===== config.mk =====
export PLATFORM = sky130hd
export DESIGN_NAME = grid_line_clear_ctrl
export DESIGN_NICKNAME = d
export VERILOG_FILES = /design/src/rtl/grid_line_clear_ctrl_pkg.sv /design/src/rtl/grid_line_clear_ctrl_row_walker.sv /design/src/rtl/grid_line_clear_ctrl.sv
export SDC_FILE = /design/constraint.sdc
export NUM_CORES = 1
export LEC_CHECK = 0
export ABC_AREA = 0
export CAP_MARGIN = 20
export CELL_PAD_IN_SITES_DETAIL_PLACEMENT = 1
export CELL_PAD_IN_SITES_GLOBAL_PLACEMENT = 1
export CORE_MARGIN = 2
export CORE_UTILIZATION = 35
export DETAILED_ROUTE_END_ITERATION = 8
export PLACE_DENSITY = 0.76
export SLEW_MARGIN = 0
export SYNTH_ARGS = -nofsm -noshare
export SYNTH_HDL_FRONTEND = slang
export SYNTH_SLANG_ARGS = --single-unit

===== constraint.sdc =====
create_clock -name i_clk -period 2.05 [get_ports i_clk]
set_input_delay 0.205 -clock i_clk [delete_from_list [all_inputs] [get_ports i_clk]]
set_output_delay 0.205 -clock i_clk [all_outputs]
set_load 0.01 [all_outputs]

===== src/rtl/grid_line_clear_ctrl_pkg.sv =====
// grid_line_clear_ctrl_pkg: shared grid geometry, empty-cell value and sequencer state encoding
package grid_line_clear_ctrl_pkg;
  localparam int GRID_COLS  = 10;
  localparam int GRID_ROWS  = 20;
  localparam int EMPTY_CELL = 0;
  typedef enum logic [2:0] {
    ST_IDLE  = 3'd0,
    ST_SCAN  = 3'd1,
    ST_SHIFT = 3'd2,
    ST_CLEAR = 3'd3,
    ST_DONE  = 3'd4
  } state_t;
endpackage


===== src/rtl/grid_line_clear_ctrl_row_walker.sv =====
// grid_line_clear_ctrl_row_walker: column counter plus running cell address shared by every row walk
//  i_load/i_base  restart the walk at i_base, column 0 (wins over i_step)
//  i_step         advance column and address by one
//  i_last_col     column index reported as the final one of this walk
//  o_addr         current cell address
//  o_waddr        o_addr from the previous cycle (write side of a 1-cycle read pipeline)
//  o_first/o_last column is 0 / column equals i_last_col
module grid_line_clear_ctrl_row_walker #(
  parameter int ADDR_WIDTH = 8,
  parameter int COL_W      = 4
) (
  input  logic                  i_clk,
  input  logic                  i_rst_n,
  input  logic                  i_load,
  input  logic [ADDR_WIDTH-1:0] i_base,
  input  logic                  i_step,
  input  logic [COL_W-1:0]      i_last_col,
  output logic [ADDR_WIDTH-1:0] o_addr,
  output logic [ADDR_WIDTH-1:0] o_waddr,
  output logic                  o_first,
  output logic                  o_last
);
  logic [COL_W-1:0]      r_col;
  logic [ADDR_WIDTH-1:0] r_addr;
  logic [ADDR_WIDTH-1:0] r_waddr;
  always_ff @(posedge i_clk or negedge i_rst_n) begin
    if (!i_rst_n) begin
      r_col   <= '0;
      r_addr  <= '0;
      r_waddr <= '0;
    end else begin
      r_waddr <= r_addr;
      if (i_load) begin
        r_col  <= '0;
        r_addr <= i_base;
      end else if (i_step) begin
        r_col  <= r_col + COL_W'(1);
        r_addr <= r_addr + ADDR_WIDTH'(1);
      end
    end
  end
  assign o_addr  = r_addr;
  assign o_waddr = r_waddr;
  assign o_first = (r_col == '0);
  assign o_last  = (r_col == i_last_col);
endmodule


===== src/rtl/grid_line_clear_ctrl.sv =====
// grid_line_clear_ctrl: line-clear sequencer sharing the dual-port grid memory with the host
//  i_clk, i_rst_n           clock, asynchronous active-low reset
//  i_start                  request a pass (only honoured while idle)
//  o_busy, o_done           pass in progress / one-cycle end-of-pass pulse
//  o_lines_cleared          rows removed in the last pass
//  o_host_grant             host owns the memory ports
//  i_host_*                 host port-A write and port-B read requests
//  o_mem_*, i_mem_q_b       memory ports; q_b is registered, valid one cycle after addr_b
module grid_line_clear_ctrl
  import grid_line_clear_ctrl_pkg::*;
#(
  parameter int DATA_WIDTH = 8,
  parameter int ADDR_WIDTH = 8,
  parameter int COLS       = GRID_COLS,
  parameter int ROWS       = GRID_ROWS,
  parameter int CNT_W      = 5
) (
  input  logic                  i_clk,
  input  logic                  i_rst_n,
  input  logic                  i_start,
  output logic                  o_busy,
  output logic                  o_done,
  output logic [CNT_W-1:0]      o_lines_cleared,
  output logic                  o_host_grant,
  input  logic [ADDR_WIDTH-1:0] i_host_addr_a,
  input  logic [DATA_WIDTH-1:0] i_host_data_a,
  input  logic                  i_host_we_a,
  input  logic [ADDR_WIDTH-1:0] i_host_addr_b,
  output logic [ADDR_WIDTH-1:0] o_mem_addr_a,
  output logic [DATA_WIDTH-1:0] o_mem_data_a,
  output logic                  o_mem_we_a,
  output logic [ADDR_WIDTH-1:0] o_mem_addr_b,
  input  logic [DATA_WIDTH-1:0] i_mem_q_b
);
  localparam int COL_W = $clog2(COLS + 1);
  localparam int ROW_W = $clog2(ROWS);
  localparam logic [ADDR_WIDTH-1:0] STRIDE   = ADDR_WIDTH'(COLS);
  localparam logic [ADDR_WIDTH-1:0] BOT_BASE = ADDR_WIDTH'((ROWS - 1) * COLS);
  localparam logic [ROW_W-1:0]      BOT_ROW  = ROW_W'(ROWS - 1);
  state_t                r_state, w_state_nx;
  logic [ROW_W-1:0]      r_row, w_row_nx;
  logic [ROW_W-1:0]      r_dst, w_dst_nx;
  logic [ADDR_WIDTH-1:0] r_base, w_base_nx;
  logic [ADDR_WIDTH-1:0] r_src, w_src_nx;
  logic                  r_full, w_full_nx;
  logic [CNT_W-1:0]      r_lines, w_lines_nx;
  logic                  w_load;
  logic [ADDR_WIDTH-1:0] w_load_base;
  logic                  w_step;
  logic [COL_W-1:0]      w_last_col;
  logic [ADDR_WIDTH-1:0] w_wk_addr, w_wk_waddr;
  logic                  w_wk_first, w_wk_last;
  logic                  w_row_full;
  logic                  w_ctrl_we;
  logic [ADDR_WIDTH-1:0] w_ctrl_addr_a;
  logic [DATA_WIDTH-1:0] w_ctrl_data_a;
  // CLEAR walks COLS cells; SCAN and SHIFT need one extra cycle to drain the read pipeline
  assign w_last_col = (r_state == ST_CLEAR) ? COL_W'(COLS - 1) : COL_W'(COLS);
  assign w_step     = (r_state != ST_IDLE);
  // q_b carries the cell read last cycle, so it is folded into the running AND
  assign w_row_full = r_full & (i_mem_q_b != DATA_WIDTH'(EMPTY_CELL));
  grid_line_clear_ctrl_row_walker #(
    .ADDR_WIDTH(ADDR_WIDTH),
    .COL_W     (COL_W)
  ) u_walker (
    .i_clk     (i_clk),
    .i_rst_n   (i_rst_n),
    .i_load    (w_load),
    .i_base    (w_load_base),
    .i_step    (w_step),
    .i_last_col(w_last_col),
    .o_addr    (w_wk_addr),
    .o_waddr   (w_wk_waddr),
    .o_first   (w_wk_first),
    .o_last    (w_wk_last)
  );
  always_ff @(posedge i_clk or negedge i_rst_n) begin
    if (!i_rst_n) begin
      r_state <= ST_IDLE;
      r_row   <= '0;
      r_dst   <= '0;
      r_base  <= '0;
      r_src   <= '0;
      r_full  <= 1'b0;
      r_lines <= '0;
    end else begin
      r_state <= w_state_nx;
      r_row   <= w_row_nx;
      r_dst   <= w_dst_nx;
      r_base  <= w_base_nx;
      r_src   <= w_src_nx;
      r_full  <= w_full_nx;
      r_lines <= w_lines_nx;
    end
  end
  always_comb begin
    w_state_nx    = r_state;
    w_row_nx      = r_row;
    w_dst_nx      = r_dst;
    w_base_nx     = r_base;
    w_src_nx      = r_src;
    w_full_nx     = r_full;
    w_lines_nx    = r_lines;
    w_load        = 1'b0;
    w_load_base   = r_base;
    w_ctrl_we     = 1'b0;
    w_ctrl_addr_a = w_wk_addr;
    w_ctrl_data_a = '0;
    case (r_state)
      ST_IDLE: begin
        if (i_start) begin
          w_state_nx  = ST_SCAN;
          w_row_nx    = BOT_ROW;
          w_base_nx   = BOT_BASE;
          w_full_nx   = 1'b1;
          w_lines_nx  = '0;
          w_load      = 1'b1;
          w_load_base = BOT_BASE;
        end
      end
      ST_SCAN: begin
        if (!w_wk_first) w_full_nx = w_row_full;
        if (w_wk_last) begin
          w_load    = 1'b1;
          w_full_nx = 1'b1;
          if (w_row_full) begin
            // a full row 0 has nothing above it to copy, so go straight to CLEAR
            w_lines_nx  = r_lines + CNT_W'(1);
            w_dst_nx    = r_row;
            w_src_nx    = r_base - STRIDE;
            w_state_nx  = (r_row == '0) ? ST_CLEAR : ST_SHIFT;
            w_load_base = (r_row == '0) ? '0 : r_base - STRIDE;
          end else if (r_row != '0) begin
            w_row_nx    = r_row - ROW_W'(1);
            w_base_nx   = r_base - STRIDE;
            w_load_base = r_base - STRIDE;
          end else begin
            w_state_nx = ST_DONE;
          end
        end
      end
      ST_SHIFT: begin
        // walker reads the source row; the cell read last cycle lands one row lower
        w_ctrl_we     = !w_wk_first;
        w_ctrl_addr_a = w_wk_waddr + STRIDE;
        w_ctrl_data_a = i_mem_q_b;
        if (w_wk_last) begin
          w_load      = 1'b1;
          w_dst_nx    = r_dst - ROW_W'(1);
          w_src_nx    = r_src - STRIDE;
          w_state_nx  = (r_dst == ROW_W'(1)) ? ST_CLEAR : ST_SHIFT;
          w_load_base = (r_dst == ROW_W'(1)) ? '0 : r_src - STRIDE;
        end
      end
      ST_CLEAR: begin
        w_ctrl_we = 1'b1;
        if (w_wk_last) begin
          // rescan the same row: the row that just dropped into it may be full too
          w_state_nx  = ST_SCAN;
          w_full_nx   = 1'b1;
          w_load      = 1'b1;
          w_load_base = r_base;
        end
      end
      ST_DONE: w_state_nx = ST_IDLE;
      default: w_state_nx = ST_IDLE;
    endcase
  end
  assign o_busy          = (r_state != ST_IDLE);
  assign o_done          = (r_state == ST_DONE);
  assign o_lines_cleared = r_lines;
  assign o_host_grant    = ~o_busy;
  assign o_mem_addr_a    = o_busy ? w_ctrl_addr_a : i_host_addr_a;
  assign o_mem_data_a    = o_busy ? w_ctrl_data_a : i_host_data_a;
  assign o_mem_we_a      = o_busy ? w_ctrl_we     : i_host_we_a;
  assign o_mem_addr_b    = o_busy ? w_wk_addr     : i_host_addr_b;
endmodule

==> metrics.txt <==
status finished with violations; failing checks negative setup slack; syn_nets 536; Clock H-tree levels 2; FMAX 454 MHz; Initial Util 35.5%; placed instance area 0.00529 sq mm; Die X-Extent 108 microns; design area 0.00585 sq mm; CP arrival 2420 ps; initial antenna violation count 0; Syn Area/Cell 7.81 sq um; Sw Ratio 44.0%; PnR Total Power 6.91 mW; Worst Setup Start Kind flip-flop; worst slew pin tran 485 ps; Rows 38; Syn Inst Count 488; Num CTS Buffers 5; Static Leakage 2.57 nW; Post-DRT Antenna Nets 0; CTS tree yes; CP required 2270 ps; final setup vio count 25; Seq/Total Area, Yosys 36.1%; die height 108 microns; maximum number of pins on one net before global-route repair 56; crit end category flip-flop; DP HPWL 10700 microns; Power Internal 3.87 mW; final worst-path cycle share 108%; CTS sink count 55; first-pass GRT wire length 23300 microns; clock buffer depth 2; Total GRT Usage 25.3%; met1 Resource Use GR 32.9%; Worst-path clk slew 120 ps; core area 0.0107 sq mm; Final #Nets 699; Boundary Pins 69; drt pass-1 iters 5; Setup TNS -1280 ps; Comb power frac 64.1%; min Tclk post-route 2200 ps; clock network latency to the later pin of the worst-skew pair 340 ps; ANT cells 0; DR vias/cell 5.81; Fill cells 1313; Iter 0 DRT Violations 264; Worst VDD drop 0.591 mV; max cap viols 0; Top FF cell, synth dfrtp_1; commonest non-fill, non-tap cell in the layout buf_4; pre-CTS setup slack -477 ps; Mapped Area 0.00381 sq mm; routed len/inst 20.4 microns; total congestion overflow 0; Final Hold Vio Count 0; fin worst setup slack -154 ps; grt met2 use 44.4%; YS warnings 0; Final Skew 20.9 ps; total power per unit cell area 1180 mW/mm^2; Sequential Power Share 25.0%; Worst Path Max Fanout 4; kind of critical path flip-flop to flip-flop; Port-buffer cells 68; Final GP Congestion 0.919; EDFF count, synth 0; hold slack final 385 ps; clock network power share 10.9%; vias in the first global route 4635; DRC 0; Rel. slew slack 67.4%; NetSw 3.04 mW; final WL 16100 microns; Root Driver clkbuf_8; Hold WC Path Type input pin to async pin; vias 4592; commonest cells after routing, fill and taps aside 85 x buf_4, 77 x nand2_1, 54 x dfrtp_1; post-synthesis register bit count 55; Max Transition Viols Final 0; met3 Usage GRT 2.83%; Netlist cell types 58; RSZ-0062 raised after global routing yes; Syn-to-layout area delta 53.6%; share of flip-flops with an asynchronous set or reset 100%; DIE AREA 0.0117 sq mm; layout cell share with drive strength beyond 1 31.6%; Most Crowded Layer GR met2
## sequential cells by signal, summed over array words and instances (netlist names)
register,count
o_lines_cleared,5
r_base,8
r_dst,5
r_full,1
r_row,5
r_src,8
r_state,3
u_walker.o_addr,8
u_walker.o_waddr,8
u_walker.r_col,4
## through the flow
step	std cells	util [%]
2_1_floorplan	488	-
3_3_place_gp	757	49.2
3_5_place_dp	757	49.2
4_1_cts	775	51.2
5_1_grt	791	54.5
6_report	791	54.5
## per-layer routing
layer / part of all wire (%) / wire, microns
met5: 0 / 0
met4: 2.7 / 436
met3: 5.8 / 929
met2: 51 / 8220
met1: 41 / 6530
## timing repair
action                                 in CTS  in global routing
buffers inserted                           10                 13
hold buffers                                1                  0
pin swaps                                  12                 22
setup endpoints to repair                  47                 56
endpoints found under the hold margin      55                  0
gates resized for setup                   112                 89
gates cloned                                1                  5
## critical path, stage by stage (launching register included)
cell,delay [ps]
dfrtp_1,410
buf_6,140
buf_6,110
or3b_4,400
or4_4,550
a22o_1,260
a32o_1,220
## Yosys cell counts, drive strengths merged, types with 7 or more instances
| cell type | n | area share (%) |
|---|---|---|
| xor2 | 16 | 3.7 |
| o22ai | 9 | 1.5 |
| a21oi | 39 | 5.1 |
| nor3 | 14 | 1.8 |
| inv | 18 | 1.8 |
| dfrtp | 55 | 36 |
| a31oi | 10 | 1.6 |
| nand2 | 80 | 7.9 |
| ha | 12 | 3.9 |
| clkbuf | 21 | 2.1 |
| nand3 | 12 | 1.6 |
| a22o | 12 | 2.8 |
| nor2 | 55 | 5.4 |
| buf | 7 | 0.79 |
| xnor2 | 9 | 2.1 |
| o21ai | 41 | 5.5 |
| o211ai | 7 | 1.4 |
## cells by family (layout without fill, tap and decap cells)
group                    Yosys count  in the layout  synth area share, %
AO/OA/AOI/OAI                    145            145                 24.0
XOR/XNOR                          25             25                 5.75
adder cells (fa/ha/maj)           12             12                 3.94
buffers and inverters             46            208                 4.63
flip-flops                        55             55                 36.1
multiplexers                       1              1                0.263
AND/OR/NAND/NOR                  204            205                 25.3
## cell type report
| cell class | instances | area [sq um] | area share [%] |
|---|---|---|---|
| sequential | 55 | 1380 | 23.5 |
| multi-input combinational | 388 | 2490 | 42.6 |
| tap | 140 | 175 | 2.99 |
| clock inverter | 1 | 30.0 | 0.513 |
| clock buffer | 6 | 72.6 | 1.24 |
| timing repair buffer | 183 | 1630 | 27.8 |
| inverter | 18 | 75.1 | 1.28 |
## path summary, 6_finish.rpt
kind | start | end | slack (ps) | cells past startpoint
worst max-delay path | r_state[1] | r_base[4] | -150 | 6
worst min-delay path | i_rst_n | o_lines_cleared[1] | 390 | 3
worst max register to register | r_state[1] | r_base[4] | -150 | 6
worst min register to register | r_src[0] | r_src[0] | 520 | 2
max in group asynchronous | i_rst_n | u_walker.o_addr[2] | 1380 | 3
min in group i_clk | r_src[0] | r_src[0] | 520 | 2
## power groups by stage
| stage | sequential (mW) | combinational [mW] | clock (mW) |
|---|---|---|---|
| floorplan | 1.63 | 2.02 | 0 |
| global placement | 1.69 | 3.67 | 0 |
| detailed placement | 1.72 | 3.81 | 0 |
| CTS | 1.70 | 3.76 | 0.736 |
| global route | 1.77 | 4.79 | 0.797 |
| finish | 1.72 | 4.43 | 0.754 |
(Power assumes the default switching activity.)
